===== src/rtl/display_conversion_scheduler.sv =====
// -----------------------------------------------------------------------------
// display_conversion_scheduler
//
// Takes a 12-bit unsigned value through a valid/ready handshake. It converts the
// value to four BCD digits with a 12-cycle shift-add-3 (double dabble) engine
// and commits the digits to a display buffer. The buffer is time-multiplexed
// onto a 4-digit, active-low seven-segment panel. Leading-zero blanking is
// optional.
//
// Ports:
//   clk          system clock, all state on rising edge
//   rst_n        asynchronous active-low reset
//   value_valid  requester has a value on `value`
//   value[11:0]  unsigned binary value to display (0..4095)
//   value_ready  block can accept a value (high only in IDLE)
//   blank_lz     1 = blank leading zero digits, sampled every cycle
//   conv_done    one-cycle pulse: new digits committed to the display buffer
//   seg[6:0]     segment cathodes, active-low, seg[0]=a .. seg[6]=g
//   an[3:0]      digit anodes, active-low one-hot, an[0]=ones digit
// -----------------------------------------------------------------------------
module display_conversion_scheduler #(
  parameter int REFRESH_DIV = 100000,  // cycles each digit is driven (>= 2)
  parameter int CNT_W       = 17       // 2**CNT_W >= REFRESH_DIV
) (
  input  logic        clk,
  input  logic        rst_n,
  input  logic        value_valid,
  input  logic [11:0] value,
  output logic        value_ready,
  input  logic        blank_lz,
  output logic        conv_done,
  output logic [6:0]  seg,
  output logic [3:0]  an
);

  typedef enum logic {IDLE, CONVERT} state_t;

  state_t             state;
  logic [11:0]        bin_q;      // binary shift register
  logic [15:0]        bcd_q;      // BCD accumulator
  logic [3:0]         iter_q;     // conversion iteration 0..11
  logic [15:0]        disp_q;     // committed digits {d3,d2,d1,d0}
  logic [CNT_W-1:0]   refresh_q;
  logic [1:0]         idx_q;      // digit currently being scanned

  // Seven-segment pattern, g..a active-low; any non-decimal code shows blank.
  function automatic logic [6:0] encode(input logic [3:0] d);
    case (d)
      4'd0:    encode = 7'b1000000;
      4'd1:    encode = 7'b1111001;
      4'd2:    encode = 7'b0100100;
      4'd3:    encode = 7'b0110000;
      4'd4:    encode = 7'b0011001;
      4'd5:    encode = 7'b0010010;
      4'd6:    encode = 7'b0000010;
      4'd7:    encode = 7'b1111000;
      4'd8:    encode = 7'b0000000;
      4'd9:    encode = 7'b0010000;
      default: encode = 7'b1111111;
    endcase
  endfunction

  // ---------------------------------------------------------------------------
  // One double-dabble step: add 3 to each nibble >= 5, then shift {bcd,bin}.
  // ---------------------------------------------------------------------------
  logic [15:0] bcd_adj;
  logic [27:0] shifted;
  logic [15:0] bcd_next;
  logic [11:0] bin_next;

  always_comb begin
    // NOTE: every always_comb output gets a default first so no path leaves it
    // unassigned; an unassigned path would infer a latch.
    bcd_adj = bcd_q;
    for (int i = 0; i < 4; i++) begin
      if (bcd_q[4*i +: 4] >= 4'd5)
        bcd_adj[4*i +: 4] = bcd_q[4*i +: 4] + 4'd3;
    end
    shifted  = {bcd_adj, bin_q} << 1;
    bcd_next = shifted[27:12];
    bin_next = shifted[11:0];
  end

  // ---------------------------------------------------------------------------
  // Handshake / conversion FSM
  // ---------------------------------------------------------------------------
  // NOTE: sequential state uses non-blocking assignments only, so every flop
  // samples pre-edge values regardless of statement order.
  always_ff @(posedge clk or negedge rst_n) begin
    if (!rst_n) begin
      state       <= IDLE;
      value_ready <= 1'b1;
      conv_done   <= 1'b0;
      bin_q       <= '0;
      bcd_q       <= '0;
      iter_q      <= '0;
      // NOTE: the display buffer is a few flops rather than a memory, and it is
      // reset so that an aborted conversion leaves the panel showing 0.
      disp_q      <= '0;
    end else begin
      conv_done <= 1'b0;
      case (state)
        IDLE: begin
          if (value_valid && value_ready) begin
            bin_q       <= value;
            bcd_q       <= '0;
            iter_q      <= '0;
            value_ready <= 1'b0;
            state       <= CONVERT;
          end
        end
        CONVERT: begin
          bin_q <= bin_next;
          bcd_q <= bcd_next;
          if (iter_q == 4'd11) begin
            disp_q      <= bcd_next;
            conv_done   <= 1'b1;
            value_ready <= 1'b1;
            state       <= IDLE;
          end else begin
            iter_q <= iter_q + 4'd1;
          end
        end
        default: state <= IDLE;
      endcase
    end
  end

  // ---------------------------------------------------------------------------
  // Free-running refresh divider and scan index (independent of the FSM)
  // ---------------------------------------------------------------------------
  always_ff @(posedge clk or negedge rst_n) begin
    if (!rst_n) begin
      refresh_q <= '0;
      idx_q     <= '0;
    end else if (refresh_q == CNT_W'(REFRESH_DIV - 1)) begin
      refresh_q <= '0;
      idx_q     <= idx_q + 2'd1;
    end else begin
      refresh_q <= refresh_q + 1'b1;
    end
  end

  // ---------------------------------------------------------------------------
  // Digit select, leading-zero blanking and registered pin drive
  // ---------------------------------------------------------------------------
  logic [3:0] d0, d1, d2, d3;
  logic [3:0] digit;
  logic       blank;
  logic [6:0] seg_next;

  assign {d3, d2, d1, d0} = disp_q;

  always_comb begin
    digit = d0;
    blank = 1'b0;
    case (idx_q)
      2'd0: digit = d0;
      2'd1: begin
        digit = d1;
        blank = (d3 == 4'd0) && (d2 == 4'd0) && (d1 == 4'd0);
      end
      2'd2: begin
        digit = d2;
        blank = (d3 == 4'd0) && (d2 == 4'd0);
      end
      2'd3: begin
        digit = d3;
        blank = (d3 == 4'd0);
      end
      default: ;
    endcase
    // The anode stays active for a blanked digit; only the cathodes go dark.
    seg_next = (blank_lz && blank) ? 7'b1111111 : encode(digit);
  end

  always_ff @(posedge clk or negedge rst_n) begin
    if (!rst_n) begin
      seg <= 7'b1111111;
      an  <= 4'b1111;
    end else begin
      seg <= seg_next;
      an  <= ~(4'b0001 << idx_q);
    end
  end

endmodule


===== config.mk =====
export PLATFORM = sky130hd
export DESIGN_NAME = display_conversion_scheduler
export DESIGN_NICKNAME = d
export VERILOG_FILES = /design/src/rtl/display_conversion_scheduler.sv
export SDC_FILE = /design/constraint.sdc
export NUM_CORES = 1
export LEC_CHECK = 0
export ABC_CLOCK_PERIOD_IN_PS = 6600
export CORE_UTILIZATION = 65
export CTS_BUF_LIST = sky130_fd_sc_hd__clkbuf_2 sky130_fd_sc_hd__clkbuf_4 sky130_fd_sc_hd__clkbuf_8
export CTS_CLUSTER_SIZE = 10
export DETAILED_ROUTE_END_ITERATION = 6
export GPL_TIMING_DRIVEN = 0
export PLACE_DENSITY_LB_ADDON = 0.08
export SETUP_SLACK_MARGIN = 0.1
export SYNTH_ARGS = -nofsm -noshare
export SYNTH_HDL_FRONTEND = slang
export SYNTH_SLANG_ARGS = --single-unit
export TNS_END_PERCENT = 10

===== constraint.sdc =====
create_clock -name clk -period 6.6 [get_ports clk]
set_clock_uncertainty 0.2 [all_clocks]
set_input_delay 1.98 -clock clk [delete_from_list [all_inputs] [get_ports clk]]
set_output_delay 1.98 -clock clk [all_outputs]
set_load 0.005 [all_outputs]

# Word level (Yosys, flattened, before mapping)
# Memories as Yosys holds them, arrays and structs flattened.
# Index checks and enable logic that the tools add are counted.
word_totals:
  ff_bits: 81
  rom_bits: 112
  inputBits: 16
  word_cells: 68
  mem_count: 1
classes:
  add_sub_neg: 7
  magnitude_cmp: 4
  n_eq_ne: 8
  n_shift: 1
  muxes: 23
  bitwise: 2
  n_reduce_logical: 11
memory_table:
  columns: ["name", "depth", "width", "read_ports", "rd_clocked_by_memory_dff", "wr", "line", "source"]
  rows:
  - ["(name not given)", 16, 7, 1, 0, 0, "48", "case (d)"]
op_table:
  columns: ["cell", "count"]
  rows:
  - ["$pmux 16 s2", 1]
  - ["$pmux 12 s2", 1]
  - ["$mux 4", 5]
  - ["$add 17x1->17 const B", 1]
  - ["$eq 17x17->1 const B", 1]
  - ["$mux 17", 1]
  - ["$ge 4x3->1 const B", 4]
  - ["$mux 16", 1]
  - ["$pmux 4 s4", 1]
  - ["$add 4x2->4 const B", 3]
  - ["$logic_not 4->1", 3]
  - ["$mux 12", 1]
  - ["$pmux 4 s2", 1]
  - ["$mux 7", 1]
  - ["$mux 1", 6]
  - ["$reduce_and 2->1", 3]
  - ["$add 4x1->4 const B", 1]
  - ["$eq 2x2->1 const B", 2]
  - ["$eq 4x4->1 const B", 1]
  - ["$logic_and 1x1->1", 4]
  - ["$ne 2x2->1 const B", 2]
  - ["$not 4->4", 1]
  - ["$pmux 1 s2", 2]
  - ["$shl 1x2->4 const A", 1]
  - ["other kinds (8)", 8]

# Depth between registers and ports, before layout
depth:
  depth_word: 6
  mapped_depth: 8

# Worst setup path before layout
# No wires, ideal clock.
synth_path:
  path_kind: "in2reg"
  from: "in value_valid"
  to: "reg bin_q[10]"
  t_arrival_ps: 2675
  t_required_ps: 6264
  path_slack_ps: 3590
  cell_stages: 4
  cell_sequence: "nand2_1 -> buf_2 -> mux2i_1 -> o21ai_0"
synth_via:
  elab_chain_cells: 2
synth_rtl:
  columns: ["element", "line", "source"]
  rows:
  - ["start, declared", "27", "input logic value_valid,"]
  - ["$logic_and 1x1->1", "104", "if (value_valid && value_ready) begin"]
  - ["$ne 2x2->1 (no line)", null, null]
  - ["end signal, assigned", "105", "bin_q <= value;"]
  - ["end signal, assigned", "113", "bin_q <= bin_next;"]
  - ["end, declared", "39", "logic [11:0] bin_q;"]
# Every way passes these cells.
# A chain may end at the register's enable or synchronous reset.

# Worst setup path in the final report
layout_path:
  from: "reg value_ready"
  to: "out value_ready"
layout_rtl:
  columns: ["element", "line", "source"]
  rows:
  - ["start, declared", "29", "output logic value_ready,"]
  - ["start signal, assigned", "92", "value_ready <= 1'b1;"]
  - ["start signal, assigned", "108", "value_ready <= 1'b0;"]
  - ["start signal, assigned", "118", "value_ready <= 1'b1;"]
# No word-level cell between the ends.

==> summary.txt <==
CTS
  – Clock sink total: approximately 80
  – Postcts setup bufs: 0
  – Clk buf depth: 2
  – Clock slew at reported path FFs: around 0.080 ns
  – Clk_lat worst skew: 0.36 ns
  – Count of cells resized by post-cts repair: 0
  – CTS HTree Levels: 3
  – CTS Buf Count: 9
  – Hold_buf cts: 0
  – CTS tree: yes
  – CTS root buf: clkbuf_8

Detailed routing
  – Vias: about 2,900
  – Number of detailed-route iterations in the first pass: 4
  – Vias/cell: about 5.6
  – Initial drt markers: 168
  – DRC Markers: 0
  – Post-DRT Antenna Nets: 0
  – Post-DR wirelength/cell: approximately 14 microns
  – Drt total wl: 7399 microns

Logic synthesis
  – Synth top area cells: dfrtp_1 (43%), dfstp_2 (7.8%), mux2i_1 (7.2%)
  – Xor/xnor share of the synthesized area: under 10%
  – Cell variety after synth: 44
  – Largest family of logic cells by synthesized area: simple AND/OR/NAND/NOR gates
  – Synthesized cell area: 0.004023 sq mm
  – Syn_area_per_cell: about 10 sq um
  – Synth Register Bits: 81
  – Post-Synth Simple-Gate Area: approximately 15%
  – Post-synthesis sequential area ratio: between 50% and 60%
  – Compound-Gate Fraction of Synth Area: 10.45%
  – Leading area contributor after synthesis: dfrtp_1
  – Post-synthesis adder-cell area fraction: about 5.6%
  – Top cell type's share of synthesized area: 42.92%
  – Synthesized net count: around 430
  – FFs w/ async S/R, synth: between 90% and 100%
  – Post-synth EDFFs: 0
  – Ys Warns: 0
  – Post-synthesis mux area share: approximately a tenth
  – Top FF cell, synth: dfrtp_1
  – Cells after synthesis: 392

Power and ir drop
  – Internal power: between 1 and 1.5 mW
  – Leak pwr: approximately 2.1 nW
  – Switching Share: a little over a third
  – Switching power: approximately 670 uW
  – VDD IR max: between 0.2 and 0.25 mV
  – Clock power share: between 20% and 30%
  – Power density over cell area: around 400 mW/mm^2
  – Sequential share of power: 41.6%
  – Gate power share: approximately 37%

Floorplanning
  – Initial Util: 67.54%
  – Row count: 28
  – Die H: about 80 microns
  – Die area: 0.006507 sq mm
  – Core Footprint: around 0.0060 sq mm
  – Ports: 29
  – Die width: between 80 and 90 microns

Place
  – DP HPWL: 5226 microns
  – Number of I/O port buffers: 28
  – GPL Wtd Cong: between 0.7 and 0.8

Hold path
  – Worst Hold Depth: 1
  – HP Start: refresh_q[0]
  – Hold Path Sink: refresh_q[0]
  – Hold WC Path Type: register to register

Global route
  – Grt total ovfl: 0
  – Largest net degree at the start of global routing: 59
  – Global-route wire length before repair: roughly 13,000 microns
  – Initial antenna violation count: 0
  – Vias in the first global route: roughly 3,000
  – GRT Total Usage: between 20 and 30%

Critical path
  – CP bufs+invs: 1
  – Setup crit end kind: primary output
  – Crit-path leading delay family: flip-flops
  – Slowest stage delay, CP: ~0.56 ns
  – CP max-delay cell: dfstp_2
  – Startpoint of the worst-slack reg-to-reg timing path: idx_q[0]
  – CP arrival: ~1.4 ns
  – CP required: 4.42 ns
  – Crit Path Category: register to primary output
  – CP cell instances: clkdlybuf4s50_1
  – CP max FO: 5
  – R2r worst-path depth: 7
  – CP Launch Type: register
  – Reg-to-reg endpoint: seg[6]
  – R2R Setup Slk: around 4.2 ns

Finish
  – Post-layout nets: 466
  – Ant. Diodes: 0
  – Area grow syn2layout: 15.24%
  – Final core utilization: between 70% and 80%
  – Layout cells sized above 1: about 11%

Timing
  – Setup_tns: 0 ns
  – Least-Margin Pin Slew: between 0.7 and 0.8 ns
  – Final cycle utilization of the critical path: 54.58%
  – Max Clock Freq: around 0.28 GHz
  – Hold Vio Cnt, Final: 0
  – Tmin final: between 3 and 4 ns
  – RSZ-0062 raised after global routing: no
  – Slew HR: around half
  – Final setup viols: 0
  – Slew Limit Fails: 0

Status
  – Status: complete, no violations

Flow run
  – Max-cap violations: 0
layout make-up:
type,count,area (sq um)
plain buffers,14,61.31
clock buffers,10,131.4
clock inverters,6,82.58
fillers,434,1320
inverters,24,90.09
multi-input cells,273,1829
flip-flops and latches,81,2042
well taps,75,93.84
repair buffers,29,305.3
registers in the layout, summed over array words and instances, names as in the netlist:
name / flops
an: 4
bcd_q: 16
bin_q: 12
conv_done: 1
disp_q: 16
idx_q: 2
iter_q: 4
refresh_q: 17
seg: 7
state: 1
value_ready: 1
stage by stage:
step | setup WS [ns] | hold slack, ns | cells | power [mW] | instance area [sq um]
6_report | 2.998 | 0.2809 | 512 | 1.876 | 4636
5_1_grt | 2.952 | 0.3003 | 512 | 2.026 | 4636
4_1_cts | 2.984 | 0.2828 | 512 | 1.890 | 4636
3_5_place_dp | 2.940 | 0.2722 | 496 | 1.490 | 4422
3_3_place_gp | 0.6164 | 0.2584 | 495 | 1.444 | 4397
2_1_floorplan | 3.590 | 0.2496 | 392 | 1.274 | 4023
worst max-delay path by stage:
stage | start | to | slack, ns | cells after the start
after CTS | value_ready | value_ready | 2.98 | 1
final | value_ready | value_ready | 3.00 | 1
after global routing | value_ready | value_ready | 2.95 | 1
after floorplan | value_valid | bin_q[10] | 3.59 | 4
after global placement | rst_n | refresh_q[14] | 0.62 | 1
after detailed placement | value_valid | bcd_q[13] | 2.94 | 5
power groups by stage:
stage                     clock, mW  sequential, mW  combinational, mW
after floorplan                   0           0.760              0.514
after global routing          0.421           0.802              0.803
final                         0.397           0.780              0.699
after global placement            0           0.779              0.665
after CTS                     0.402           0.780              0.708
after detailed placement          0           0.787              0.703
cells in the final DEF (no fill, tap or decap), types with 2 or more instances in the layout:
cell type,count
nor2b_1,2
clkinv_2,3
nand4b_1,2
mux2_2,9
nor3b_1,7
dfrtp_1,69
nor3_1,3
xor2_1,3
clkbuf_8,9
clkdlybuf4s50_1,27
ha_1,18
xnor2_1,17
o21ai_0,44
bufinv_16,2
inv_1,23
mux2i_1,29
nor2_1,10
a21oi_1,17
a222oi_1,4
clkbuf_1,12
nor4_1,3
or3_1,3
nand4_1,6
nand3_1,10
nand2b_1,4
a211oi_1,2
dfstp_2,12
nand2_1,63
logic make-up after synthesis:
kind of cell / Yosys count
AOI/OAI and AO/OA: 74
xor gates and xnor gates: 20
adders and majority gates: 18
buffers and inverters: 38
DFF: 81
muxes: 38
and+or+nand+nor: 123
metal layers:
metal / part of all wire, % / up-vias / global-route usage [%]
met5: 0 / - / 0
met4: 1.4 / 0 / 12.50
met3: 3.7 / 9 / 5.227
met2: 49 / 57 / 44.58
met1: 46 / 1393 / 33.91
li1: - / 1426 / -
cells in the mapped netlist, drive strengths merged (3+ instances only):
library cell	count
a21oi	18
nand2b	4
ha	18
dfstp	12
nand4	6
mux2i	29
mux2	9
nor2	10
a222oi	4
inv	23
dfrtp	69
nor3b	7
o21ai	45
or3	3
clkbuf	12
nand2	64
xnor2	17
xor2	3
nor3	3
nand3	10
nor4	4
(Power assumes the default switching activity.)
